`src/rtl/uart_rx_pkg.sv`:
```
// rtl/uart_rx_pkg.sv - shared types, limits and width helpers for the UART receive core
package uart_rx_pkg;

    typedef enum logic [2:0] {
        IDLE,
        START,
        DATA,
        PARITY,
        STOP
    } rx_state_t;

    localparam int OVERSAMPLE_MIN = 4;
    localparam int OVERSAMPLE_MAX = 256;
    localparam int DATA_BITS_MIN  = 5;
    localparam int DATA_BITS_MAX  = 9;

    function automatic int tick_width(input int oversample);
        return $clog2(oversample);
    endfunction

    function automatic int bit_cnt_width(input int data_bits);
        return $clog2(data_bits + 1);
    endfunction

endpackage

```
`src/rtl/uart_rx_sync.sv`:
```
// rtl/uart_rx_sync.sv - 2-flop serial line synchroniser plus falling-edge detect flop
module uart_rx_sync (
    input  logic clk,
    input  logic gl_reset_n,
    input  logic din,
    output logic rx_s,
    output logic fall
);

    logic rx_m;
    logic rx_d;

    // Reset to the idle-high line level so release never looks like a start edge.
    always_ff @(posedge clk) begin
        if (!gl_reset_n) begin
            rx_m <= 1'b1;
            rx_s <= 1'b1;
            rx_d <= 1'b1;
        end else begin
            rx_m <= din;
            rx_s <= rx_m;
            rx_d <= rx_s;
        end
    end

    assign fall = rx_d & ~rx_s;

endmodule

```
`src/rtl/uart_rx_core.sv`:
```
// rtl/uart_rx_core.sv - parametrised UART receiver; parity support under UART_RX_PARITY_EN
module uart_rx_core
    import uart_rx_pkg::*;
#(
    parameter int OVERSAMPLE = 8,
    parameter int DATA_BITS  = 8,
    parameter int PARITY_ODD = 0
) (
    input  logic                 clk,
    input  logic                 gl_reset_n,
    input  logic                 dIn,
    output logic [DATA_BITS-1:0] dOut,
    output logic                 dValid,
    input  logic                 dReady,
    output logic                 dError,
    output logic                 pError,
    output logic                 overrun,
    output logic                 busy
);

    localparam int TW = tick_width(OVERSAMPLE);
    localparam int BW = bit_cnt_width(DATA_BITS);
    localparam logic [TW-1:0] HALF_M1  = TW'(OVERSAMPLE / 2 - 1);
    localparam logic [TW-1:0] FULL_M1  = TW'(OVERSAMPLE - 1);
    localparam logic [BW-1:0] LAST_BIT = BW'(DATA_BITS - 1);
`ifdef UART_RX_PARITY_EN
    localparam rx_state_t AFTER_DATA = PARITY;
`else
    localparam rx_state_t AFTER_DATA = STOP;
`endif

    if (OVERSAMPLE < OVERSAMPLE_MIN || OVERSAMPLE > OVERSAMPLE_MAX ||
        DATA_BITS < DATA_BITS_MIN || DATA_BITS > DATA_BITS_MAX) begin : g_param_check
        $error("uart_rx_core: OVERSAMPLE or DATA_BITS out of range");
    end

    logic                 rx_s;
    logic                 fall;
    rx_state_t            state;
    rx_state_t            state_nx;
    logic [TW-1:0]        tick;
    logic [BW-1:0]        bit_cnt;
    logic [DATA_BITS-1:0] shift;
    logic                 tick_done;
    logic                 load;
    logic                 handshake;
    logic                 par_err;

    uart_rx_sync u_sync (
        .clk        (clk),
        .gl_reset_n (gl_reset_n),
        .din        (dIn),
        .rx_s       (rx_s),
        .fall       (fall)
    );

    always_ff @(posedge clk) begin
        if (!gl_reset_n) state <= IDLE;
        else             state <= state_nx;
    end

    always_comb begin
        state_nx = state;
        case (state)
            IDLE:   if (fall)      state_nx = START;
            START:  if (tick_done) state_nx = rx_s ? IDLE : DATA;
            DATA:   if (tick_done && bit_cnt == LAST_BIT) state_nx = AFTER_DATA;
`ifdef UART_RX_PARITY_EN
            PARITY: if (tick_done) state_nx = STOP;
`endif
            STOP:   if (tick_done) state_nx = IDLE;
            default:               state_nx = IDLE;
        endcase
    end

    // START waits half a bit to land on mid-bit; every later sample is a full bit apart.
    always_comb begin
        tick_done = 1'b0;
        busy      = (state != IDLE);
        load      = 1'b0;
        case (state)
            START:        tick_done = (tick == HALF_M1);
            DATA, PARITY: tick_done = (tick == FULL_M1);
            STOP: begin
                tick_done = (tick == FULL_M1);
                load      = (tick == FULL_M1);
            end
            default: ;
        endcase
    end

    always_ff @(posedge clk) begin
        if (!gl_reset_n) begin
            tick    <= '0;
            bit_cnt <= '0;
            shift   <= '0;
        end else begin
            if (state == IDLE || tick_done) tick <= '0;
            else                            tick <= tick + 1'b1;
            if (state != DATA)  bit_cnt <= '0;
            else if (tick_done) bit_cnt <= bit_cnt + 1'b1;
            if (state == DATA && tick_done) shift <= {rx_s, shift[DATA_BITS-1:1]};
        end
    end

`ifdef UART_RX_PARITY_EN
    always_ff @(posedge clk) begin
        if (!gl_reset_n)                     par_err <= 1'b0;
        else if (state == PARITY && tick_done) par_err <= rx_s ^ (^shift) ^ PARITY_ODD[0];
    end
`else
    logic unused_parity_odd;
    assign unused_parity_odd = PARITY_ODD[0];
    assign par_err           = 1'b0;
`endif

    assign handshake = dValid & dReady;

    // A frame completing while the previous one is still unread is dropped.
    always_ff @(posedge clk) begin
        if (!gl_reset_n) begin
            dOut    <= '0;
            dValid  <= 1'b0;
            dError  <= 1'b0;
            pError  <= 1'b0;
            overrun <= 1'b0;
        end else if (load && dValid && !dReady) begin
            overrun <= 1'b1;
        end else begin
            if (load) begin
                dOut   <= shift;
                dError <= ~rx_s;
                pError <= par_err;
                dValid <= 1'b1;
            end else if (handshake) begin
                dValid <= 1'b0;
            end
            if (handshake) overrun <= 1'b0;
        end
    end

endmodule

```
`config.mk`:
```
export PLATFORM = sky130hd
export DESIGN_NAME = uart_rx_core
export DESIGN_NICKNAME = d
export VERILOG_FILES = /design/src/rtl/uart_rx_pkg.sv /design/src/rtl/uart_rx_sync.sv /design/src/rtl/uart_rx_core.sv
export SDC_FILE = /design/constraint.sdc
export NUM_CORES = 1
export LEC_CHECK = 0
export CELL_PAD_IN_SITES_DETAIL_PLACEMENT = 1
export CELL_PAD_IN_SITES_GLOBAL_PLACEMENT = 2
export CORE_MARGIN = 2
export CORE_UTILIZATION = 30
export DETAILED_ROUTE_END_ITERATION = 10
export PLACE_DENSITY = 0.7
export SYNTH_ARGS = -nofsm -noshare
export SYNTH_HDL_FRONTEND = slang
export SYNTH_SLANG_ARGS = --single-unit
export TNS_END_PERCENT = 20
```
`constraint.sdc`:
```
create_clock -name clk -period 1.6 [get_ports clk]
set_input_delay 0.24 -clock clk [delete_from_list [all_inputs] [get_ports clk]]
set_output_delay 0.24 -clock clk [all_outputs]
set_load 0.02 [all_outputs]
```
# [Word-level counts from Yosys, hierarchy flattened]
# Index checks and enable logic that the tools add are counted.
[op_classes] n_bitwise=5 n_reduce_logical=16 n_eq_ne=12 n_addsub=2 muxes=11
[ops] op="$mux W3" n=4
[ops] op="$pmux W3 S4" n=1
[ops] op="$eq A3 B2 Y1 const B" n=3
[ops] op="$ne A2 B2 Y1 const B" n=4
[ops] op="$eq A3 B3 Y1 const B" n=2
[ops] op="$add A4 B1 Y4 const B" n=1
[ops] op="$eq A4 B3 Y1 const B" n=1
[ops] op="$logic_and A1 B1 Y1" n=4
[ops] op="$mux W1" n=4
[ops] op="$reduce_and A2 Y1" n=2
[ops] op="$reduce_and A4 Y1" n=1
[ops] op="$reduce_bool A2 Y1" n=2
[ops] op="$reduce_or A2 Y1" n=2
[ops] op="$add A3 B1 Y3 const B" n=1
[ops] op="$eq A3 B1 Y1 const B" n=1
[ops] op="$logic_not A3 Y1" n=1
[ops] op="$ne A3 B2 Y1 const B" n=1
[ops] op="$not A1 Y1" n=3
[ops] op="$reduce_bool A3 Y1" n=1
[ops] op="$reduce_or A3 Y1" n=1
[ops] op="$and A1 B1 Y1" n=2
[ops] op="$mux W2" n=1
[ops] op="$pmux W1 S2" n=1
[ops] op="$logic_not A1 Y1" n=1
[ops] op="$logic_or A1 B1 Y1" n=1
[word_totals] ff_bits=32 input_bits=4 elab_cells=57

# [Longest topological paths before layout]
[depth] ltp_word=6 ltp_mapped=6 mapped_depth_nobuf=5

# [Hierarchy]
# A second synthesis with hierarchy kept.
[hier_totals] cells_unflattened=147 hier_area_um2=1445.1
[by_module_without_submodules] module="uart_rx_core" cells_per_inst=140 n_inst=1 area_each_um2=1360.1 seq_area_each_um2=580.6
[by_module_without_submodules] module="uart_rx_sync" cells_per_inst=7 n_inst=1 area_each_um2=85.1 seq_area_each_um2=60.1

# [Least setup slack after synthesis]
# No wires, ideal clock.
[synth_timing] path_kind="register -> register" startpoint="register tick[0]" endpoint="register bit_cnt[2]" setup_ps=72 t_arrival_ps=1452 slack_ps=76 n_path_buf=0 path_stages_with_launch=6 path_cell_list="dfxtp_1 > ha_1 > ha_1 > and4bb_2 > o31ai_2 > mux2i_1"
[synth_via] elab_chain_cells=2 elab_cells_between_ends=3 cone_classes="eq/ne: 2; mux: 1"
[synth_rtl] element="from (decl)" line_no="uart_rx_core.sv:41" rtl="logic [TW-1:0] tick;"
[synth_rtl] element="from (signal assigned)" line_no="uart_rx_core.sv:99" rtl="else tick <= tick + 1'b1;"
[synth_rtl] element="$eq A3 B3 Y1 or $eq A3 B2 Y1 (tied branches)" line_no="uart_rx_core.sv:83, uart_rx_core.sv:85, uart_rx_core.sv:82"
[synth_rtl] element="$pmux W1 S2 (*)" line_no="uart_rx_core.sv:81" rtl="case (state)"
[synth_rtl] element="to (signal assigned)" line_no="uart_rx_core.sv:101" rtl="else if (tick_done) bit_cnt <= bit_cnt + 1'b1;"
[synth_rtl] element="to (decl)" line_no="uart_rx_core.sv:42" rtl="logic [BW-1:0] bit_cnt;"
# Every way passes the cells marked *; elsewhere a longest branch is shown, timed or not.
# A chain may end at the register's enable or synchronous reset.

# [Worst setup path in the final report]
[layout_timing] startpoint="register dValid" endpoint="output dValid"
[layout_rtl] element="from (decl)" line_no="uart_rx_core.sv:13" rtl="output logic dValid,"
[layout_rtl] element="from (signal assigned)" line_no="uart_rx_core.sv:123" rtl="dValid <= 1'b0;"
[layout_rtl] element="from (signal assigned)" line_no="uart_rx_core.sv:134" rtl="dValid <= 1'b1;"
[layout_rtl] element="from (signal assigned)" line_no="uart_rx_core.sv:136" rtl="dValid <= 1'b0;"
# No word-level cell between the ends.

==> run_results.csv <==
group,metric,value,unit
cells_and_area,most-common-layout-cells,"dfxtp_1 (32), clkdlybuf4s50_1 (14), a21oi_1 (13), buf_4 (11)",
cells_and_area,area_growth,26.6,%
worst_setup_path,cp_slowest_cell,"clkdlybuf4s50_1",
cts,cts_made_buffers,5,
placed_design,dpl_cell_area,1620,sq um
worst_setup_path,path_max_fanout,5,
power,p_leak,0.606,nW
sta,whs,0.416,ns
run,max_cap_viol_count,0,
sta,hold_viol,0,
worst_setup_path,start_kind,"flop",
floorplan,dieArea,5180,sq um
floorplan,die_h,71.9,um
detailed_routing,route.detailed.drc,0,
synthesis,ys_dominant_reg_cell,"dfxtp_1",
sta,layout_min_cycle_time,1.53,ns
synthesis,ys_warn_count,0,
detailed_routing,drt_wl_total,3260,um
detailed_routing,wl_per_cell,14.7,um
power,p_total,0.00147,W
synthesis,yosys-top-cells-area,"dfxtp_1 (46%), mux2i_1 (7.2%), a21oi_1 (4.7%), and4bb_2 (3.6%), ha_1 (3.6%)",
synthesis,synth_cell_types,35,
global_route,grt_max_degree,20,
placed_design,pre_cts_slack,-0.0819,ns
detailed_routing,antenna_left,0,
floorplan,core,4410,sq um
sta,skew,0.00482,ns
worst_setup_path,cp.arrival,1.29,ns
detailed_routing,vias,1111,
detailed_routing,firstDrtPassIters,4,
worst_setup_path,end_kind,"output pin",
worst_setup_path,crit_start,"dValid",
cts,clockBufferDepth,2,
cts,path_clk_slew,0.07,ns
sta,rsz0062_at_grt,"no",
sta,drv_slew,0,
worst_setup_path,reg2reg_to,"bit_cnt[2]",
power,power_density,837,nW/um^2
worst_setup_path,path_cells,"clkdlybuf4s50_1",
global_route,antenna_found_initial,0,
sta,fin_crit_sh,95.8,%
synthesis,avgSynthCellArea,9.62,sq um
synthesis,yosys.area.top_type_share,46.3,%
placed_design,portBuffers,15,
synthesis,yosysSeqAreaShare,46.3,%
worst_hold_path,hold_class,"flop to flop",
cells_and_area,fin_nets,176,
cells_and_area,finalInstanceArea,1750,sq um
worst_setup_path,worstReg2RegStart,"tick[0]",
worst_setup_path,cp.required,1.36,ns
global_route,grt_pass1_vias,1118,
global_route,grt_usage,13.8,%
cts,cts_num_sinks,32,
cts,htreeDepth,2,
sta,setup_viol,0,
worst_hold_path,hold_path_depth,1,
global_route,grt_pass1_wl,5370,um
power,ir_drop,0.575,mV
synthesis,synth_cells,144,
cells_and_area,post-route-util,39.7,%
status,status,"finished, final reports clean",
placed_design,gp_congestion,0.824,
worst_setup_path,crit_family,"buffers and inverters",
synthesis,synth_edf_count,0,
synthesis,syn-num-nets,152,
floorplan,die_w,71.9,um
floorplan,std_cell_rows,24,
placed_design,dpl.hpwl,2330,um
detailed_routing,drt_iter0_drc,35,
cts,postCtsHoldBufs,0,
cells_and_area,insertedDiodeCount,0,
cts,cts_tree,"built",
synthesis,async_reset_ff_share,0,%
cts,clock_latency,0.28,ns
sta,final.setup.worst_slack,0.0669,ns
worst_setup_path,rr_worst_depth,5,
synthesis,synth-seq-cells,32,
worst_setup_path,path_buf_inv,1,
cells_and_area,layout-drive-gt1-share,18.9,%
worst_hold_path,hold_end,"u_sync.rx_s",
sta,fmax,0.652,GHz
global_route,grt-ovfl-total,0,
synthesis,syn-cell-area,1390,sq um
worst_setup_path,crit_type,"flop to output pin",
floorplan,io_pins,17,
synthesis,yosysTopAreaCell,"dfxtp_1",
cts,root_buffer,"clkbuf_8",
cells_and_area,final_common_cell,"dfxtp_1",
floorplan,start_util,31.4,%
worst_setup_path,slowest_delay,0.63,ns
worst_setup_path,rrSetupSlack,0.09,ns
detailed_routing,avgViaCountPerCell,5.03,
worst_hold_path,hold_start,"u_sync.rx_m",
==> state kept, by name, indices dropped and copies added, names as in the netlist, 3 cells and up <==
register / count
dOut: 8
shift: 8
bit_cnt: 4
state: 3
tick: 3
==> how the worst max path moves through the flow <==
stage            endpoint  slack [ns]  cells after the start
2_1_floorplan  bit_cnt[2]        0.08                      5
3_3_place_gp   bit_cnt[2]        0.02                      5
3_5_place_dp   bit_cnt[2]       -0.08                      5
4_1_cts        bit_cnt[2]       0.007                      5
5_1_grt           dOut[1]        0.02                      6
6_report           dValid        0.07                      1
==> metrics by stage <==
step / std cells / setup TNS [ns]
finish: 221 / 0
global placement: 212 / 0
detailed placement: 212 / -0.401
floorplan: 144 / 0
CTS: 220 / 0
global route: 221 / 0
==> per-layer routing <==
metal | GRT usage, % | share of wire (%)
met3 | 4.17 | 3.3
met5 | 0 | 0
met1 | 17.5 | 50
met2 | 21.3 | 46
met4 | 6.92 | 1.3
==> power by group <==
| part | leakage (nW) | total (W) | switching [W] | internal [W] |
|---|---|---|---|---|
| clock | 0.0479 | 0.000614 | 0.000311 | 0.000303 |
| sequential | 0.258 | 0.000805 | 0.00000362 | 0.000801 |
| combinational | 0.300 | 0.0000482 | 0.0000275 | 0.0000207 |
==> repair_timing <==
action	in CTS	in global routing
resized for setup	4	6
endpoints found under the setup margin	22	17
buffers inserted	0	1
==> area by class of cell <==
type | count | area (sq um)
clock buffer | 5 | 68.8
clock inverter | 3 | 18.8
fill | 513 | 2660
inverter | 5 | 21.3
multi-input combinational | 97 | 696
sequential | 32 | 641
tap | 52 | 65.1
timing repair buffer | 27 | 243
==> cell usage after synthesis, drive strengths merged, types with 3 or more instances <==
master  instances
clkbuf          4
mux2i          10
nor3            3
buf             6
nor2           10
dfxtp          32
nand2b          7
o21ai           8
ha              4
nand3           9
inv             5
and4bb          4
a21oi          13
nand2           4
a211oi          4
==> kinds of logic after synthesis <==
family / count (synthesis) / share of synthesized area [%]
buffers and inverters: 15 / 6.23
adder cells (fa/ha/maj): 4 / 3.61
flip-flops: 32 / 46.3
AO/OA/AOI/OAI: 33 / 14.7
AND/OR/NAND/NOR: 49 / 21.7
other: 1 / 0.271
multiplexers: 10 / 7.23
Note: power is estimated with default switching activity, not from simulation.
